[src/rtl/hitomezashi_sched.sv]
// Hitomezashi pattern scheduler: two Galois LFSRs regenerate v/h stitch starts, committed only on frame.
// Latency: next -> busy next cycle; GEN lasts STEPS cycles; commit visible the cycle after frame in READY.
// No backpressure: next/frame are ignored while busy, never queued. Optional auto-advance: HITOMEZASHI_AUTO_EN.
module hitomezashi_sched #(
    parameter int                 V_LINES     = 30,
    parameter int                 H_LINES     = 17,
    parameter int                 HOLD_FRAMES = 64,
    parameter int                 STEPS       = 47,
    parameter logic [V_LINES-1:0] V_SEED      = 30'h0C0A6A75,
    parameter logic [H_LINES-1:0] H_SEED      = 17'h17436,
    parameter logic [V_LINES-1:0] V_TAPS      = 30'h00000053,
    parameter logic [H_LINES-1:0] H_TAPS      = 17'h04001
) (
    input  logic               i_clk_pix,
    input  logic               i_rst_pix,
    input  logic               i_frame,
    input  logic               i_next,
    input  logic               i_pause,
    output logic [V_LINES-1:0] o_v_start,
    output logic [H_LINES-1:0] o_h_start,
    output logic               o_update,
    output logic               o_busy
);

    localparam int SCW = (STEPS > 0) ? $clog2(STEPS + 1) : 1;

    typedef enum logic [1:0] {
        S_HOLD  = 2'd0,
        S_GEN   = 2'd1,
        S_READY = 2'd2
    } state_t;

    state_t             r_state;
    state_t             w_state_nxt;
    logic [V_LINES-1:0] r_v_lfsr;
    logic [H_LINES-1:0] r_h_lfsr;
    logic [V_LINES-1:0] w_v_lfsr_nxt;
    logic [H_LINES-1:0] w_h_lfsr_nxt;
    logic [SCW-1:0]     r_step_cnt;
    logic [SCW-1:0]     w_step_cnt_nxt;
    logic [V_LINES-1:0] r_v_start;
    logic [H_LINES-1:0] r_h_start;
    logic               r_update;
    logic               w_commit;
    logic               w_lfsr_step;

`ifdef HITOMEZASHI_AUTO_EN
    localparam int FCW = (HOLD_FRAMES > 1) ? $clog2(HOLD_FRAMES) : 1;
    logic [FCW-1:0]     r_frame_cnt;
    logic [FCW-1:0]     w_frame_cnt_nxt;
`else
    logic               w_unused_pause;
    assign w_unused_pause = i_pause;
`endif

    // A zeroed register would lock up, so it reloads its seed instead of shifting.
    assign w_v_lfsr_nxt = (r_v_lfsr == '0) ? V_SEED :
                          ({r_v_lfsr[V_LINES-2:0], 1'b0} ^ (r_v_lfsr[V_LINES-1] ? V_TAPS : '0));
    assign w_h_lfsr_nxt = (r_h_lfsr == '0) ? H_SEED :
                          ({r_h_lfsr[H_LINES-2:0], 1'b0} ^ (r_h_lfsr[H_LINES-1] ? H_TAPS : '0));

    always_comb begin
        w_state_nxt     = r_state;
        w_step_cnt_nxt  = r_step_cnt;
        w_commit        = 1'b0;
        w_lfsr_step     = 1'b0;
`ifdef HITOMEZASHI_AUTO_EN
        w_frame_cnt_nxt = r_frame_cnt;
`endif
        case (r_state)
            S_HOLD: begin
                if (i_next) begin
                    w_state_nxt     = S_GEN;
                    w_step_cnt_nxt  = '0;
`ifdef HITOMEZASHI_AUTO_EN
                    w_frame_cnt_nxt = '0;
                end else if (i_frame && !i_pause) begin
                    if (r_frame_cnt == FCW'(HOLD_FRAMES - 1)) begin
                        w_state_nxt     = S_GEN;
                        w_step_cnt_nxt  = '0;
                        w_frame_cnt_nxt = '0;
                    end else begin
                        w_frame_cnt_nxt = r_frame_cnt + FCW'(1);
                    end
`endif
                end
            end
            S_GEN: begin
                w_lfsr_step    = 1'b1;
                w_step_cnt_nxt = r_step_cnt + SCW'(1);
                if (r_step_cnt == SCW'(STEPS - 1)) begin
                    w_state_nxt = S_READY;
                end
            end
            S_READY: begin
                if (i_frame) begin
                    w_commit        = 1'b1;
                    w_state_nxt     = S_HOLD;
`ifdef HITOMEZASHI_AUTO_EN
                    w_frame_cnt_nxt = '0;
`endif
                end
            end
            default: begin
                w_state_nxt = S_HOLD;
            end
        endcase
    end

    always_ff @(posedge i_clk_pix) begin
        if (i_rst_pix) begin
            r_state     <= S_HOLD;
            r_v_lfsr    <= V_SEED;
            r_h_lfsr    <= H_SEED;
            r_step_cnt  <= '0;
            r_v_start   <= V_SEED;
            r_h_start   <= H_SEED;
            r_update    <= 1'b0;
`ifdef HITOMEZASHI_AUTO_EN
            r_frame_cnt <= '0;
`endif
        end else begin
            r_state     <= w_state_nxt;
            r_step_cnt  <= w_step_cnt_nxt;
            r_update    <= w_commit;
`ifdef HITOMEZASHI_AUTO_EN
            r_frame_cnt <= w_frame_cnt_nxt;
`endif
            if (w_lfsr_step) begin
                r_v_lfsr <= w_v_lfsr_nxt;
                r_h_lfsr <= w_h_lfsr_nxt;
            end
            if (w_commit) begin
                r_v_start <= r_v_lfsr;
                r_h_start <= r_h_lfsr;
            end
        end
    end

    assign o_v_start = r_v_start;
    assign o_h_start = r_h_start;
    assign o_update  = r_update;
    assign o_busy    = (r_state != S_HOLD);

endmodule

[config.mk]
export PLATFORM = sky130hd
export DESIGN_NAME = hitomezashi_sched
export DESIGN_NICKNAME = d
export VERILOG_FILES = /design/src/rtl/hitomezashi_sched.sv
export SDC_FILE = /design/constraint.sdc
export NUM_CORES = 1
export LEC_CHECK = 0
export ABC_AREA = 1
export ABC_CLOCK_PERIOD_IN_PS = 1600
export CAP_MARGIN = 30
export CORE_UTILIZATION = 54
export DETAILED_ROUTE_END_ITERATION = 12
export PLACE_DENSITY = 0.79
export SYNTH_ARGS = -nofsm -noshare
export SYNTH_HDL_FRONTEND = slang
export SYNTH_SLANG_ARGS = --single-unit
[constraint.sdc]
create_clock -name i_clk_pix -period 1.6 [get_ports i_clk_pix]
set_input_delay 0.32 -clock i_clk_pix [delete_from_list [all_inputs] [get_ports i_clk_pix]]
set_output_delay 0.32 -clock i_clk_pix [all_outputs]
set_load 0.1 [all_outputs]
== Word-level counts from Yosys, hierarchy flattened ==
Cells that the tools add are included.

* Output and inout port bits: 49
* Logic and storage cells: 36
* Bits in registers: 103

* Equality and inequality tests: 6
* $add $sub $neg: 1
* Muxes and demuxes: 13
* Reductions and logical operators: 7
* Bitwise operators: 2

{| class="wikitable"
|+ Operators by type and width
! cell !! number
|-
| $logic_not A30 Y1 || 1
|-
| $mux W30 || 1
|-
| $xor A30 B7 Y30 || 1
|-
| $logic_not A17 Y1 || 1
|-
| $mux W17 || 1
|-
| $xor A17 B15 Y17 || 1
|-
| $mux W15 || 1
|-
| $pmux W6 S2 || 1
|-
| $mux W7 || 1
|-
| $add A6 B1 Y6 const B || 1
|-
| $eq A6 B6 Y1 const B || 1
|-
| $mux W2 || 3
|-
| $mux W6 || 1
|-
| $ne A2 B2 Y1 const B || 3
|-
| $pmux W2 S3 || 1
|-
| $reduce_bool A2 Y1 || 2
|-
| $mux W1 || 3
|-
| $reduce_and A3 Y1 || 1
|-
| $eq A2 B1 Y1 const B || 1
|-
| $eq A2 B2 Y1 const B || 1
|-
| $logic_not A2 Y1 || 1
|-
| $reduce_and A2 Y1 || 1
|}

== Depth between registers and ports, before layout ==
Gate-level depths: netlist (run 1).

* Depth after elaboration: 3
* Depth in mapped cells: 9
* Depth with buffers taken out: 7

== Worst setup path before layout (run 1) ==
OpenSTA, ideal clock, no wires.

* Path kind: flip-flop to flip-flop
* Start: register r_state[1]
* End: register r_state[0]
* Arrival time: 1.594 ns
* Path slack: -0.105 ns
* Period minus slack after synthesis: 1.705 ns
* Required time: 1.490 ns
* Library setup time: 0.110 ns
* Path buffers: 0
* Cell stages (with the launch flop): 8
* Path through: dfxtp_1 -> inv_1 -> nand2_1 -> nor2_1 -> nor2_1 -> inv_1 -> nand3_1 -> inv_1

* Word-level cells in the longest chain between the ends: 3
* Elaborated cells between the ends (all ways): 8
* Those cells by class: eq/ne (5); mux (1); reduce/logical (2)

{| class="wikitable"
|+ RTL lines
! item !! line !! RTL
|-
| start: declaration || 33 || <nowiki>state_t r_state;</nowiki>
|-
| start signal: assignment || 123 || <nowiki>r_state <= w_state_nxt;</nowiki>
|-
| $eq A2 B1 Y1, or another cell as far along || 70 || <nowiki>case (r_state)</nowiki>
|-
| $ne A2 B2 Y1 (no source line) || - ||
|-
| $reduce_and A3 Y1 (no source line) || - ||
|}

Several ways; a longest one is shown, not always the timed one.
A chain may end at the register's enable or synchronous reset.

== Worst setup path after layout (run 1) ==
* Start: register r_state[1]
* End: output o_busy

* Word-level cells in the longest chain between the ends: 1

{| class="wikitable"
|+ RTL lines
! item !! line !! RTL
|-
| $reduce_bool A2 Y1 || 143 || <nowiki>assign o_busy = (r_state != S_HOLD);</nowiki>
|-
| end: declaration || 22 || <nowiki>output logic o_busy</nowiki>
|}

No other way between the ends.

==> flow_summary.yaml, run 1 <==
run_status:
  outcome: "finished, final reports clean"
finish:
  drive_above_1_share_pct: 17.4
  diodes: 0
  fin_area_um2: 5360
  area_growth_pct: 32.4
  fin_util_pct: 73.9
  finalNetCount: 560
sta:
  fin_crit_sh_pct: 92.0
  drv_slew: 0
  slew-limit-headroom_pct: 68.6
  setup_slack_ns: 0.129
  hold_ws_ns: 0.475
  fmax_mhz: 680
  tightest_slew_ns: 0.470
  finalSetupViolCount: 0
  min_period_ns: 1.47
  rsz0062_at_grt: "no"
  skew_ns: 0.00850
  tns_ns: 0
  finalHoldViolations: 0
synth:
  async_flop_share_pct: 0
  synthesis.nets: 519
  avgSynthCellArea_um2: 7.91
  yosys_warnings: 0
  synth-edff-count: 0
  synth_ff_type: "dfxtp_1"
  synthCells: 512
  synth_area_um2: 4050
  ys_seq_area_share_pct: 50.9
  ys_ff_latch: 103
  yosysUniqueCellTypes: 32
floorplanning:
  io_pins: 54
  die_h_um: 88.6
  die_width_um: 88.6
  start_util_pct: 55.8
  core_area_um2: 7250
  rows: 31
  die_area_um2: 7850
power:
  cell_internal_pwr_mw: 3.76
  seqPwrFrac_pct: 55.6
  ir_worst_vdd_v: 0.000480
  power_frac_comb_pct: 9.2
  power_density_nw_per_um2: 930
  pwr-share-clk_pct: 35.2
  leakagePower_nw: 2.33
  switching_power_mw: 1.22
  swShare_pct: 24.5
grt:
  grt.overflow.total: 0
  grt_util_all_layers_pct: 22.9
  grt_pass1_vias: 3066
  grt_antenna_before_repair: 0
  grt_pass1_wl_um: 14000
  grt_max_degree: 63
cts:
  cts-resized-gates: 0
  cts.clk_slew.worst_paths_ns: 0.09
  clkLatencyLatePin_ns: 0.35
  cts_inserted_buffers: 9
  hold_buffers: 0
  htree_levels: 3
  cts_tree: "built"
  cts_root_buf: "clkbuf_8"
  numClockSinks: 103
  postCtsSetupBuffers: 0
  cts.path.max_buffers: 2
critical_path:
  arrival_ns: 1.15
  cp_max_fo: 4
  required_ns: 1.28
  end_kind: "output pin"
  cpMaxStageDelayCell: "dfxtp_1"
  cpLargestDelayFamily: "flip-flops"
  cp_slowest_stage_delay_ns: 0.44
  crit_chain: "inv_1 > nand2_2 > buf_12"
  cp-start-kind: "flop"
  critical_path_class: "flop to output pin"
  crit_buf_inv: 2
place:
  place_area_um2: 5140
  place_ws_ns: 0.0294
  gp_congestion: 0.824
  dp_hpwl_um: 5800
  io_buffers: 52
worst_hold_path:
  hp-class: "flop to flop"
run:
  cap_violations: 0
drt:
  post_drt_via_cell_ratio: 5.24
  drtIter0Drc: 233
  drc: 0
  first_pass_iters: 4
  wl_um: 8530
  dr_total_vias: 3442
  ant_nets: 0
  routedWlPerCell_um: 13.0
state kept, by name (all words and copies together), names as in the netlist:
register / cells
r_state: 2
o_h_start: 17
r_v_lfsr: 30
o_v_start: 30
r_h_lfsr: 17
r_step_cnt: 6
o_update: 1
area by class of cell:
class	instances	area [um2]
Tap cell	99	124
Clock buffer	11	141
Fill cell	528	1890
Sequential cell	103	2060
Clock inverter	5	81.3
Inverter	44	165
Multi-Input combinational cell	332	1640
Timing Repair Buffer	63	1140
layout by cell type (no fill, tap or decap), types with 8 or more instances in the layout:
master and n:
o211ai_1 8, o21ai_1 31, nand2_1 116, o21ai_0 22, o211ai_2 9, dfxtp_1 103, nor2_1 36, clkbuf_8 10
a21oi_1 70, buf_12 53, nand3_1 11, inv_1 40
synth_stat cells, types with 4 or more instances:
cell / instances / area (um2)
dfxtp_1: 103 / 2060
a211oi_1: 4 / 30.0
nor2_1: 36 / 135
o211ai_2: 9 / 113
buf_4: 4 / 30.0
inv_2: 4 / 15.0
buf_2: 11 / 55.1
o21ai_0: 22 / 110
nand2_1: 117 / 439
clkbuf_1: 13 / 48.8
o211ai_1: 8 / 60.1
inv_1: 40 / 150
nand3_1: 11 / 55.1
buf_6: 4 / 45.0
a21oi_1: 70 / 350
o21ai_1: 31 / 155
logic make-up (layout without fill, tap and decap cells):
family / count (synthesis) / after routing / synth area share, %
flops: 103 / 103 / 50.9
buf+inv: 77 / 123 / 8.59
simple gates: 180 / 180 / 18.3
compound gates: 147 / 147 / 20.9
xor+xnor: 3 / 3 / 0.649
fa+ha+maj: 2 / 2 / 0.618
final timing paths:
kind	startpoint	endpoint	slack, ns	cells after the start
setup / recovery	r_state[1]	o_busy	0.13	3
hold / removal	r_h_lfsr[1]	r_h_lfsr[1]	0.48	2
hold reg to reg	r_h_lfsr[1]	r_h_lfsr[1]	0.48	2
setup reg to reg	r_v_lfsr[4]	r_v_lfsr[4]	0.14	6
power by group through the flow:
stage | logic [mW] | clock network, mW | registers [mW]
global route | 0.511 | 1.88 | 2.79
global placement | 0.433 | 0 | 2.82
finish | 0.458 | 1.75 | 2.77
CTS | 0.458 | 1.78 | 2.77
detailed placement | 0.455 | 0 | 2.83
floorplan | 0.358 | 0 | 2.80
tightest hold or removal path: cells and delay by family (launching register included):
kind | cells | cell delay, ns
AND/OR/NAND/NOR | 1 | 0.05
flip-flops | 1 | 0.34
AO/OA/AOI/OAI | 1 | 0.06
per-layer routing:
layer / vias to the layer above / track usage [%] / routed length (um) / part of all wire [%]
met4: 0 / 8.36 / 89 / 1.0
met3: 8 / 3.26 / 358 / 4.2
li1: 1756 / - / - / -
met1: 1600 / 30.4 / 3960 / 46
met5: - / 0 / 0 / 0
met2: 78 / 38.0 / 4120 / 48
through the flow:
stage	power (mW)	std cells
6_report	4.98	657
5_1_grt	5.18	657
3_5_place_dp	3.28	641
4_1_cts	5.00	657
3_3_place_gp	3.25	641
2_1_floorplan	3.16	512
Power figures use the tool's default switching activity.
==> run 2: changes to the inputs <==
Settings changed: CELL_PAD_IN_SITES_DETAIL_PLACEMENT set to 1, CELL_PAD_IN_SITES_GLOBAL_PLACEMENT set to 2, CORE_ASPECT_RATIO set to 1.4, CORE_UTILIZATION 54 to 32, PLACE_DENSITY 0.79 to unset, PLACE_DENSITY_LB_ADDON set to 0.1.
==> run 2 against run 1 <==
Net effect: worst hold slack worse by 0.0069 ns; fmax is 0.46% higher; via count is 3.4% higher; flip-flop and latch count stayed put; clock skew is 0.0022 ns lower; largest power group unchanged; critical path type unchanged; register-to-register slack better by 0.04 ns; non-clock buffer count is 4 higher; first-iteration DRC count is 61% lower; final area is 3.4% higher; sequential power hardly changed.
==> flow_summary.yaml, run 2 (synthesized netlist as in run 1, its figures left out) <==
cts:
  htree_levels: 3
  cts_inserted_buffers: 9
  cts_tree: "built"
  cts.clk_slew.worst_paths_ns: 0.07
  cts.path.max_buffers: 2
  clkLatencyLatePin_ns: 0.34
  numClockSinks: 103
  cts_root_buf: "clkbuf_16"
sta:
  finalHoldViolations: 0
  skew_ns: 0.00633
  finalSetupViolCount: 0
  drv_slew: 0
  tightest_slew_ns: 0.391
  rsz0062_at_grt: "no"
  fmax_mhz: 683
  slew-limit-headroom_pct: 73.9
  hold_ws_ns: 0.468
  min_period_ns: 1.46
  tns_ns: 0
  fin_crit_sh_pct: 91.5
critical_path:
  r2r-end: "r_v_lfsr[8]"
  critical_path_class: "flop to output pin"
  cp_max_fo: 4
  cp_slowest_stage_delay_ns: 0.44
  cpMaxStageDelayCell: "dfxtp_1"
  crit_chain: "inv_1 > nand2_2 > buf_12"
  arrival_ns: 1.14
  end_kind: "output pin"
  r2r_slack_ns: 0.18
  reg2reg_depth: 5
  cp-start-kind: "flop"
  r2r_start: "r_state[1]"
  required_ns: 1.28
worst_hold_path:
  min_from: "r_h_lfsr[12]"
  hold_depth: 2
  hp-class: "flop to flop"
  hold_end: "r_h_lfsr[12]"
place:
  gp_congestion: 0.754
  dp_hpwl_um: 7720
  io_buffers: 52
  dp.cells: 696
finish:
  final_cells: 711
  diodes: 0
  mostFrequentLayoutCells: "nand2_1, dfxtp_1, a21oi_1"
  drive_above_1_share_pct: 18.2
  area_growth_pct: 36.8
  final_common_cell: "nand2_1"
  finalNetCount: 564
grt:
  grt_pass1_vias: 3615
  grt.overflow.total: 0
  grt_pass1_wl_um: 18200
  grt_max_degree: 62
  grt_antenna_before_repair: 0
  grt_util_all_layers_pct: 17.5
floorplanning:
  die_width_um: 97.1
  rows: 48
  die_area_um2: 13100
  start_util_pct: 32.9
  core_area_um2: 12300
  die_h_um: 135
  io_pins: 54
run_status:
  outcome: "finished, final reports clean"
power:
  ir_worst_vdd_v: 0.000428
  leakagePower_nw: 2.38
  p_total_mw: 5.49
  power_density_nw_per_um2: 991
drt:
  dr_total_vias: 3559
  post_drt_via_cell_ratio: 5.01
  first_pass_iters: 4
  ant_nets: 0
  routedWlPerCell_um: 15.6
  drtIter0Drc: 92
  wl_um: 11100
  drc: 0
run:
  cap_violations: 0
-- run 2: cell types whose count changed in the layout (fill, tap and decap cells not counted), sizes merged --
cell / delta
clkinv: -1
bufinv: -1
clkbuf: -2
clkinvlp: +2
buf: +4
inv: +1
-- run 2: worst max path at each step --
stage,slack [ns],from,depth (start not counted),endpoint
floorplan,0.19,r_state[1],7,r_state[0]
global placement,0.06,i_frame,6,o_h_start[0]
detailed placement,0.04,i_frame,6,o_h_start[3]
CTS,0.09,r_v_lfsr[5],6,r_v_lfsr[2]
global route,0.02,r_state[1],5,r_v_lfsr[8]
finish,0.14,r_state[1],3,o_busy
-- run 2: repair_timing --
item / CTS / global route
setup endpoints to repair: 0 / 4
setup buffers: 0 / 0
endpoints found under the hold margin: 0 / 0
hold buffers: 0 / 0
gates resized for setup: 0 / 1
-- run 2: metrics by stage --
stage          util, %  cell area (um2)  setup slack (ns)
2_1_floorplan        -             4050             0.187
3_3_place_gp      42.6             5240            0.0632
3_5_place_dp      42.6             5240            0.0396
4_1_cts           45.0             5540            0.0932
5_1_grt           45.0             5540            0.0150
6_report          45.0             5540             0.135
-- run 2: layout make-up --
type	count	area, um2
clock buffer	9	225
clock inverter	6	70.1
fill	1432	6770
inverter	44	165
multi-input combinational	332	1640
sequential	103	2060
tap	150	188
timing repair buffer	67	1190
-- run 2: routing by layer --
metal  routed length [um]  track usage, %
met4                  364            8.46
met2                 5980            33.2
met1                 4530            18.8
met3                  219            2.74
met5                    0               0
-- run 2: worst max-delay path: cells and delay by family (launching register included) --
family	cells	cell delay [ns]
simple gates	1	0.11
flops	1	0.44
buf+inv	2	0.26
-- run 2: power breakdown --
part / switching (mW) / internal (mW)
clock network: 1.01 / 1.21
logic: 0.326 / 0.170
registers: 0.0918 / 2.68
